## src/rtl/truth_table_sequencer_if.sv

```systemverilog
// Port bundle for truth_table_sequencer: sweep control, golden table, DUT-under-test
// drive/return and the captured results. state_dbg exposes the sequencer FSM state.
interface truth_table_sequencer_if;
  // start is a request sampled on the rising edge; it is accepted only when busy is low,
  // and any start seen while busy is high is dropped without effect (no queuing).
  logic        start;
  logic [15:0] expected;
  logic        y;
  logic [3:0]  abcd;
  logic        busy;
  logic        done;
  logic        pass;
  logic [15:0] truth_table;
  logic [4:0]  mismatch_count;
  logic [3:0]  first_fail_idx;
  logic        fail_valid;
  logic [1:0]  state_dbg;

  modport master (
    output start, expected, y,
    input  abcd, busy, done, pass, truth_table, mismatch_count,
           first_fail_idx, fail_valid, state_dbg
  );

  modport slave (
    input  start, expected, y,
    output abcd, busy, done, pass, truth_table, mismatch_count,
           first_fail_idx, fail_valid, state_dbg
  );
endinterface

```

## src/rtl/truth_table_sequencer.sv

```systemverilog
// Sweeps all 16 ABCD vectors, captures Y per vector and grades it against a golden table.
// Optional MISMATCH_HALT_EN: stop the sweep at the first mismatching vector.
module truth_table_sequencer #(
  parameter int unsigned SETTLE_CYCLES = 2
) (
  input logic                   clk,
  input logic                   rst_n,
  truth_table_sequencer_if.slave bus
);

  localparam logic [1:0] ST_IDLE   = 2'd0;
  localparam logic [1:0] ST_APPLY  = 2'd1;
  localparam logic [1:0] ST_SAMPLE = 2'd2;
  localparam logic [1:0] ST_DONE   = 2'd3;

  localparam logic [3:0] SETTLE_LAST = 4'(SETTLE_CYCLES - 1);

  logic [1:0]  state;
  logic [3:0]  index;
  logic [3:0]  settle_cnt;
  logic [15:0] truth_table;
  logic [4:0]  mismatch_count;
  logic [3:0]  first_fail_idx;
  logic        fail_valid;
  logic        pass;

  logic        mismatch;
  logic [4:0]  count_next;
  logic        halt_now;

  assign mismatch   = (bus.y != bus.expected[index]);
  assign count_next = mismatch_count + {4'd0, mismatch};

`ifdef MISMATCH_HALT_EN
  assign halt_now = mismatch;
`else
  assign halt_now = 1'b0;
`endif

  always_ff @(posedge clk or negedge rst_n) begin
    if (!rst_n) begin
      state          <= ST_IDLE;
      index          <= 4'd0;
      settle_cnt     <= 4'd0;
      truth_table    <= 16'd0;
      mismatch_count <= 5'd0;
      first_fail_idx <= 4'd0;
      fail_valid     <= 1'b0;
      pass           <= 1'b0;
    end else begin
      case (state)
        ST_IDLE: begin
          if (bus.start) begin
            state          <= ST_APPLY;
            index          <= 4'd0;
            settle_cnt     <= 4'd0;
            truth_table    <= 16'd0;
            mismatch_count <= 5'd0;
            first_fail_idx <= 4'd0;
            fail_valid     <= 1'b0;
            pass           <= 1'b0;
          end
        end
        ST_APPLY: begin
          if (settle_cnt == SETTLE_LAST) begin
            state      <= ST_SAMPLE;
            settle_cnt <= 4'd0;
          end else begin
            settle_cnt <= settle_cnt + 4'd1;
          end
        end
        ST_SAMPLE: begin
          truth_table[index] <= bus.y;
          if (mismatch) begin
            mismatch_count <= count_next;
            if (!fail_valid) begin
              fail_valid     <= 1'b1;
              first_fail_idx <= index;
            end
          end
          // pass is graded on entry to DONE so it is already valid in the done cycle
          if (index == 4'd15 || halt_now) begin
            state <= ST_DONE;
            pass  <= (count_next == 5'd0);
          end else begin
            index <= index + 4'd1;
            state <= ST_APPLY;
          end
        end
        default: begin
          state <= ST_IDLE;
        end
      endcase
    end
  end

  assign bus.abcd           = (state == ST_APPLY || state == ST_SAMPLE) ? index : 4'd0;
  assign bus.busy           = (state != ST_IDLE);
  assign bus.done           = (state == ST_DONE);
  assign bus.pass           = pass;
  assign bus.truth_table    = truth_table;
  assign bus.mismatch_count = mismatch_count;
  assign bus.first_fail_idx = first_fail_idx;
  assign bus.fail_valid     = fail_valid;
  assign bus.state_dbg      = state;

endmodule

```

## src/flat_wrapper.sv

```systemverilog
// flat-port wrapper written by rule: the top's interface ports become plain ports
module truth_table_sequencer_flat 
#(
  parameter int unsigned SETTLE_CYCLES = 2
)
  (clk, rst_n, bus_start, bus_expected, bus_y, bus_abcd, bus_busy, bus_done, bus_pass, bus_truth_table, bus_mismatch_count, bus_first_fail_idx, bus_fail_valid, bus_state_dbg);
  truth_table_sequencer_if bus_i ();
  input logic clk;
  input logic rst_n;
  input wire logic [$bits(bus_i.start)-1:0] bus_start;
  input wire logic [$bits(bus_i.expected)-1:0] bus_expected;
  input wire logic [$bits(bus_i.y)-1:0] bus_y;
  output wire logic [$bits(bus_i.abcd)-1:0] bus_abcd;
  output wire logic [$bits(bus_i.busy)-1:0] bus_busy;
  output wire logic [$bits(bus_i.done)-1:0] bus_done;
  output wire logic [$bits(bus_i.pass)-1:0] bus_pass;
  output wire logic [$bits(bus_i.truth_table)-1:0] bus_truth_table;
  output wire logic [$bits(bus_i.mismatch_count)-1:0] bus_mismatch_count;
  output wire logic [$bits(bus_i.first_fail_idx)-1:0] bus_first_fail_idx;
  output wire logic [$bits(bus_i.fail_valid)-1:0] bus_fail_valid;
  output wire logic [$bits(bus_i.state_dbg)-1:0] bus_state_dbg;
  assign bus_i.start = bus_start;
  assign bus_i.expected = bus_expected;
  assign bus_i.y = bus_y;
  assign bus_abcd = bus_i.abcd;
  assign bus_busy = bus_i.busy;
  assign bus_done = bus_i.done;
  assign bus_pass = bus_i.pass;
  assign bus_truth_table = bus_i.truth_table;
  assign bus_mismatch_count = bus_i.mismatch_count;
  assign bus_first_fail_idx = bus_i.first_fail_idx;
  assign bus_fail_valid = bus_i.fail_valid;
  assign bus_state_dbg = bus_i.state_dbg;
  truth_table_sequencer #(.SETTLE_CYCLES(SETTLE_CYCLES)) u_core (.clk(clk), .rst_n(rst_n), .bus(bus_i));
endmodule
```

## config.mk

```make
export PLATFORM = sky130hd
export DESIGN_NAME = truth_table_sequencer_flat
export DESIGN_NICKNAME = d
export VERILOG_FILES = /design/src/rtl/truth_table_sequencer_if.sv /design/src/rtl/truth_table_sequencer.sv /design/src/flat_wrapper.sv
export SDC_FILE = /design/constraint.sdc
export NUM_CORES = 1
export LEC_CHECK = 0
export BUFFER_PORTS_ARGS = -buffer_cell sky130_fd_sc_hd__buf_2
export CELL_PAD_IN_SITES_DETAIL_PLACEMENT = 1
export CELL_PAD_IN_SITES_GLOBAL_PLACEMENT = 2
export CORE_ASPECT_RATIO = 1.25
export CORE_MARGIN = 2
export CORE_UTILIZATION = 34
export DETAILED_ROUTE_END_ITERATION = 8
export PLACE_DENSITY = 0.89
export SETUP_SLACK_MARGIN = 0.4
export SYNTH_ARGS = -nofsm -noshare
export SYNTH_HDL_FRONTEND = slang
export SYNTH_SLANG_ARGS = --single-unit
```

## constraint.sdc

```tcl
create_clock -name clk -period 8.2 [get_ports clk]
set_input_delay 2.05 -clock clk [delete_from_list [all_inputs] [get_ports clk]]
set_output_delay 2.05 -clock clk [all_outputs]
set_load 0.02 [all_outputs]
```

==> flow_summary.yaml, run 1 <==
yosys:
  ys_top_cells_by_area: "dfrtp_1, ha_1, a21oi_1, mux4_2, o21ai_0"
  synthAdderAreaFrac_pct: 6.803
  yosysTopAreaCellShare_pct: 41.95
  ys_ff_latch: 37
  syn_area_um2: 2207
  yosys.area.top_type: "dfrtp_1"
  yosysSeqAreaShare_pct: 41.95
  synthMuxAreaShare_pct: 6.463
  synth_top_family_by_area: "compound AO/OA/AOI/OAI gates"
  synth_xor_area_share_pct: 2.324
  avgSynthCellArea_um2: 9.046
  yosys.area_share.simple_pct: 15.42
  synth_compound_area_share_pct: 22.11
  syn_nets: 276
  ys_warn_count: 0
  synth_cell_type_count: 34
  syn_inst: 244
setup_path:
  crit_fanout: 12
  critPathLaunchType: "input port"
  crit_required_ps: 8430
  end_kind: "flip-flop"
  crit_arrival_ps: 5030
  critPathKind: "input port to flip-flop"
die:
  dieArea_um2: 7156
  die_y_um: 94.08
  io_pins: 55
  core_area_um2: 6246
  row_count: 32
  initial_core_util_pct: 35.34
  fp.dieW_um: 76.07
layout:
  area_growth_pct: 20.29
  layout_commonest_cell: "buf_2"
  nNetsFinal: 326
  utilization_pct: 42.51
  num_antenna_cells: 0
  final_cell_mix: "buf_2, dfrtp_1, a21oi_1, nand2_1, o21ai_0"
  layout-drive-gt1-share_pct: 24.75
  fin_area_um2: 2655
clocking:
  cts_hold_buf: 0
  htreeDepth: 2
  clock-root-buffer: "clkbuf_8"
  cts_buffer_depth: 2
  cts_tree: "yes"
  post_cts_buffers: 0
  numCtsBuffers: 5
  post_cts_resized: 0
  clock_sinks: 37
  clock_latency_ps: 290
  clk_transition_reported_paths_ps: 80
placed_design:
  placed_area_um2: 2535
  port_buffers: 54
  gp_congestion: 0.7779
  hpwl_um: 4623
  dp_slack_ps: 3107
grt:
  grt_start_max_net_pins: 38
  grt.total_usage_pct: 19.08
  grt-ovfl-total: 0
  grt_pass1_wl_um: 10790
  first_global_vias: 2117
  antenna_found_initial: 0
pwr:
  p_sw_share_pct: 45.22
  seqPwrFrac_pct: 32.1
  p_int_mw: 0.4300
  p_switching_mw: 0.3550
  power_density_nw_per_um2: 295.7
  p_leak_nw: 1.290
  power.share.combinational_pct: 46.3
  clock_power_share_pct: 21.7
  ir_drop_v: 0.0001348
job:
  maxCapViolations: 0
sta:
  hold_viol_final: 0
  final.setup.worst_slack_ps: 3393
  maxSlewViolCount: 0
  skew_ps: 7.194
  worst_slew_pin_slew_ps: 872.7
  rsz0062_at_grt: "no"
  hold_ws_ps: 495.2
  min_period_ps: 4807
  setup-tns-final_ps: 0
  timing.slew.headroom_pct: 41.82
  min_period_over_period_pct: 58.63
  timing.fmax_mhz: 208.0
  setup_viol: 0
detailed_routing:
  finalWirelength_um: 6435
  vias: 2057
  wl_met1_um: 2917
  ant_nets: 0
  post_drt_via_cell_ratio: 5.413
  drcViolationCount: 0
  wl_met2_um: 3194
  wire_per_inst_um: 16.93
  maxUsedRoutingLayer: "met4"
  wl_met3_um: 226
  drt_pass1_iterations: 4
  initialDrtViolationCount: 103
hold_path:
  min_path_type: "flip-flop to flip-flop"
outcome:
  status: "finished clean"
==> final timing paths <==
kind	startpoint	to	slack, ps	cells after the start
max in group asynchronous	rst_n	u_core.bus.truth_table[15]	5780	1
worst min-delay path	u_core.bus.truth_table[7]	u_core.bus.truth_table[7]	500	1
min in group asynchronous	rst_n	u_core.bus.first_fail_idx[3]	1860	1
worst min register to register	u_core.bus.truth_table[7]	u_core.bus.truth_table[7]	500	1
worst max register to register	u_core.index[0]	u_core.bus.pass	4510	11
worst max-delay path	bus_expected[15]	u_core.bus.pass	3390	12
==> Yosys cell counts <==
cell type,instances
xnor2_1,2
buf_1,1
o2bb2ai_1,1
a311o_1,1
nand2_1,24
nor3_1,7
a31o_1,1
and3_1,4
o21ai_0,22
clkbuf_1,10
or3_1,2
xnor2_2,1
and2_1,5
o21ai_1,16
dfrtp_1,37
mux2i_1,3
o31ai_1,1
mux4_2,5
nor2_1,8
o22ai_1,1
nand2b_1,3
a31oi_1,3
inv_1,9
a21oi_1,25
xor2_1,2
inv_2,3
o41ai_1,3
a22o_1,3
nor2b_1,2
a21boi_1,1
buf_6,2
nand3_1,17
o211ai_1,7
ha_1,12
==> power groups by stage <==
stage | combinational, mW | sequential, mW | clock, mW
floorplan | 0.258 | 0.254 | 0
global placement | 0.357 | 0.255 | 0
detailed placement | 0.365 | 0.256 | 0
CTS | 0.368 | 0.252 | 0.174
global route | 0.404 | 0.259 | 0.180
finish | 0.363 | 0.252 | 0.170
==> metrics by stage <==
step | power (mW) | std cells
CTS | 0.7946 | 380
finish | 0.7850 | 380
floorplan | 0.5122 | 244
global placement | 0.6118 | 372
detailed placement | 0.6214 | 372
global route | 0.8430 | 380
==> cell type report <==
cell class	instances	area [µm²]
tap	85	106.4
sequential	37	925.9
inverter	12	45.04
fill	777	3591
clock inverter	2	37.54
clock buffer	6	82.58
multi-input combinational	182	1172
timing repair buffer	56	285.3
==> layer usage <==
metal	track usage (%)	vias up
met3	3.269	8
met4	6.061	0
li1	-	980
met1	24.60	1028
met2	32.81	41
met5	0	-
==> sequential cells by signal (all words and copies together) (netlist names) <==
name and cells:
u_core.bus.fail_valid 1, u_core.bus.first_fail_idx 4, u_core.bus.mismatch_count 5, u_core.bus.pass 1
u_core.bus.state_dbg 2, u_core.bus.truth_table 16, u_core.index 4, u_core.settle_cnt 4
==> worst max-delay path, cell delays in order <==
cell and delay [ps]:
buf_2 90, mux4_2 480, mux4_2 510, xnor2_2 490, inv_2 130, ha_1 220, ha_1 260, xor2_1 170
nor3_1 160, nand3_1 90, o21ai_0 210, a22o_1 150
==> kinds of logic (layout without fill, tap and decap cells) <==
family,Yosys count,after routing
AO/OA/AOI/OAI,85,85
AND/OR/NAND/NOR,72,72
flip-flops,37,37
buffers and inverters,25,76
adder cells (fa/ha/maj),12,12
multiplexers,8,8
XOR/XNOR,5,5
Note: power is estimated with default switching activity, not from simulation.
==> inputs of run 2 (changes only) <==
--- a/config.mk
+++ b/config.mk
@@ -10,9 +10,9 @@
 export CELL_PAD_IN_SITES_GLOBAL_PLACEMENT = 2
 export CORE_ASPECT_RATIO = 1.25
 export CORE_MARGIN = 2
-export CORE_UTILIZATION = 34
+export CORE_UTILIZATION = 31
 export DETAILED_ROUTE_END_ITERATION = 8
-export PLACE_DENSITY = 0.89
+export PLACE_DENSITY = 0.82
 export SETUP_SLACK_MARGIN = 0.4
 export SYNTH_ARGS = -nofsm -noshare
 export SYNTH_HDL_FRONTEND = slang
==> constraint.sdc (replaced) <==
create_clock -name clk -period 4.6 [get_ports clk]
set_input_delay 1.15 -clock clk [delete_from_list [all_inputs] [get_ports clk]]
set_output_delay 1.15 -clock clk [all_outputs]
set_load 0.02 [all_outputs]
==> run 2 against run 1 <==
  * Clock skew shrank 2.3 ps
  * Register-to-register slack worse by 3100 ps
  * Combinational power grew 84%
  * Largest power group unchanged
  * First-iteration DRC count down 38%
  * Largest cell class unchanged
  * Utilization is 4.1 points lower
  * Clock power increased by 45%
  * Critical path depth unchanged
  * Cell area up 0.24%
  * Via count hardly changed
  * Sequential share of layout area shrank 0.082 points
==> flow_summary.yaml, run 2 (synthesized netlist as in run 1, its figures left out) <==
setup_path:
  crit_arrival_ps: 3630
  end_kind: "flip-flop"
  crit_slowest_cell: "mux4_2"
  critPathLaunchType: "input port"
  crit_required_ps: 4840
  max_stage_delay_ps: 520
  cp_top_family: "multiplexers"
  cp.buffers_inverters: 2
  crit_fanout: 5
  crit_chain: "buf_2, mux4_2, mux4_2, xnor2_2, inv_2, ha_1, ha_1, xor2_1, nor3_1, nand3_1, o21ai_0, a22o_1"
  critPathKind: "input port to flip-flop"
sta:
  final.setup.worst_slack_ps: 1203
  min_period_over_period_pct: 73.86
  hold_ws_ps: 488.8
  worst_slew_pin_slew_ps: 874.4
  timing.fmax_mhz: 294.3
  maxSlewViolCount: 0
  rsz0062_at_grt: "no"
  skew_ps: 4.862
  setup-tns-final_ps: 0
  hold_viol_final: 0
  timing.slew.headroom_pct: 41.70
  setup_viol: 0
  min_period_ps: 3397
clocking:
  cts_hold_buf: 0
  clock-root-buffer: "clkbuf_8"
  htreeDepth: 2
  post_cts_buffers: 0
  cts_tree: "yes"
  clk_transition_reported_paths_ps: 80
  post_cts_resized: 0
  clock_sinks: 37
  numCtsBuffers: 5
  clock_latency_ps: 300
  cts_buffer_depth: 2
grt:
  grt.total_usage_pct: 18.16
  grt-ovfl-total: 0
  grt_start_max_net_pins: 38
  antenna_found_initial: 0
  grt_pass1_wl_um: 10980
  first_global_vias: 2167
outcome:
  status: "finished clean"
die:
  initial_core_util_pct: 31.83
  fp.dieW_um: 79.47
  die_y_um: 98.34
  dieArea_um2: 7815
  io_pins: 55
  core_area_um2: 6934
  row_count: 34
layout:
  largestRegisters: "u_core.bus.truth_table x16, u_core.bus.mismatch_count x5"
  utilization_pct: 38.38
  top_register: "u_core.bus.truth_table"
  layout-drive-gt1-share_pct: 25.50
  num_antenna_cells: 0
  fillers: 848
  nNetsFinal: 330
  area_growth_pct: 20.58
  final_cell_mix: "buf_2, dfrtp_1, a21oi_1, nand2_1, o21ai_0"
  largest_register_ffs: 16
  layout_commonest_cell: "buf_2"
detailed_routing:
  post_drt_via_cell_ratio: 5.304
  drt_pass1_iterations: 4
  finalWirelength_um: 6562
  drcViolationCount: 0
  wire_per_inst_um: 16.91
  vias: 2058
  initialDrtViolationCount: 64
  ant_nets: 0
pwr:
  power_density_nw_per_um2: 511.5
  p_leak_nw: 1.295
  p_total_mw: 1.361
  power.share.combinational_pct: 49.0
  p_int_mw: 0.7276
  p_switching_mw: 0.6336
  p_sw_share_pct: 46.55
  ir_drop_v: 0.0002163
  seqPwrFrac_pct: 33.0
  clock_power_share_pct: 18.0
job:
  maxCapViolations: 0
hold_path:
  min_path_type: "flip-flop to flip-flop"
placed_design:
  hpwl_um: 4744
  dp_slack_ps: 878.1
  gp_congestion: 0.7427
  port_buffers: 54
==> run 2: changes by cell type in the layout (fill, tap and decap cells not counted) <==
cell / previous run / this run
bufinv_16: 1 / 0
buf_4: 2 / 6
==> run 2: final cells by class <==
cell class	count	area, µm²	area share (%)
multi-input combinational	182	1172	44.05
sequential	37	925.9	34.79
timing repair buffer	60	315.3	11.85
tap	90	112.6	4.231
clock buffer	6	82.58	3.103
inverter	12	45.04	1.693
clock inverter	1	7.507	0.2821
==> run 2: path summary, 6_finish.rpt <==
path	cells after the start	slack, ps	end	start
min	2	490	u_core.bus.truth_table[12]	u_core.bus.truth_table[12]
max	12	1200	u_core.bus.pass	bus_expected[3]
max in group asynchronous	1	3090	u_core.bus.mismatch_count[0]	rst_n
min in group asynchronous	1	960	u_core.bus.truth_table[10]	rst_n
max reg2reg	11	1400	u_core.bus.pass	u_core.index[0]
min reg2reg	2	490	u_core.bus.truth_table[12]	u_core.bus.truth_table[12]
==> run 2: worst register-to-register path, cell delays in order, from the launching register on <==
cell and delay, ps:
dfrtp_1 640, mux4_2 580, mux4_2 520, xnor2_2 170, inv_2 80, ha_1 190
ha_1 250, xor2_1 160, nor3_1 140, nand3_1 90, o21ai_0 160, a22o_1 140
==> run 2: power by group through the flow <==
stage / combinational (mW) / clock, mW / sequential (mW)
2_1_floorplan: 0.460 / 0 / 0.454
3_5_place_dp: 0.673 / 0 / 0.457
4_1_cts: 0.675 / 0.251 / 0.450
6_report: 0.667 / 0.246 / 0.449
5_1_grt: 0.746 / 0.266 / 0.459
3_3_place_gp: 0.665 / 0 / 0.455
==> run 2: per-layer routing <==
metal  routed length [µm]  vias to the layer above  global-route usage (%)
met4                  109                        0                   5.836
met5                    0                        -                       0
met1                 2917                     1020                   23.37
met2                 3296                       44                   30.70
met3                  239                        9                   3.142
li1                     -                      985                       -
==> run 2: stage by stage <==
stage	std cells	cell area, µm²
after global routing	388	2661
after floorplan	244	2207
after CTS	388	2661
final	388	2661
after global placement	381	2571
after detailed placement	381	2571
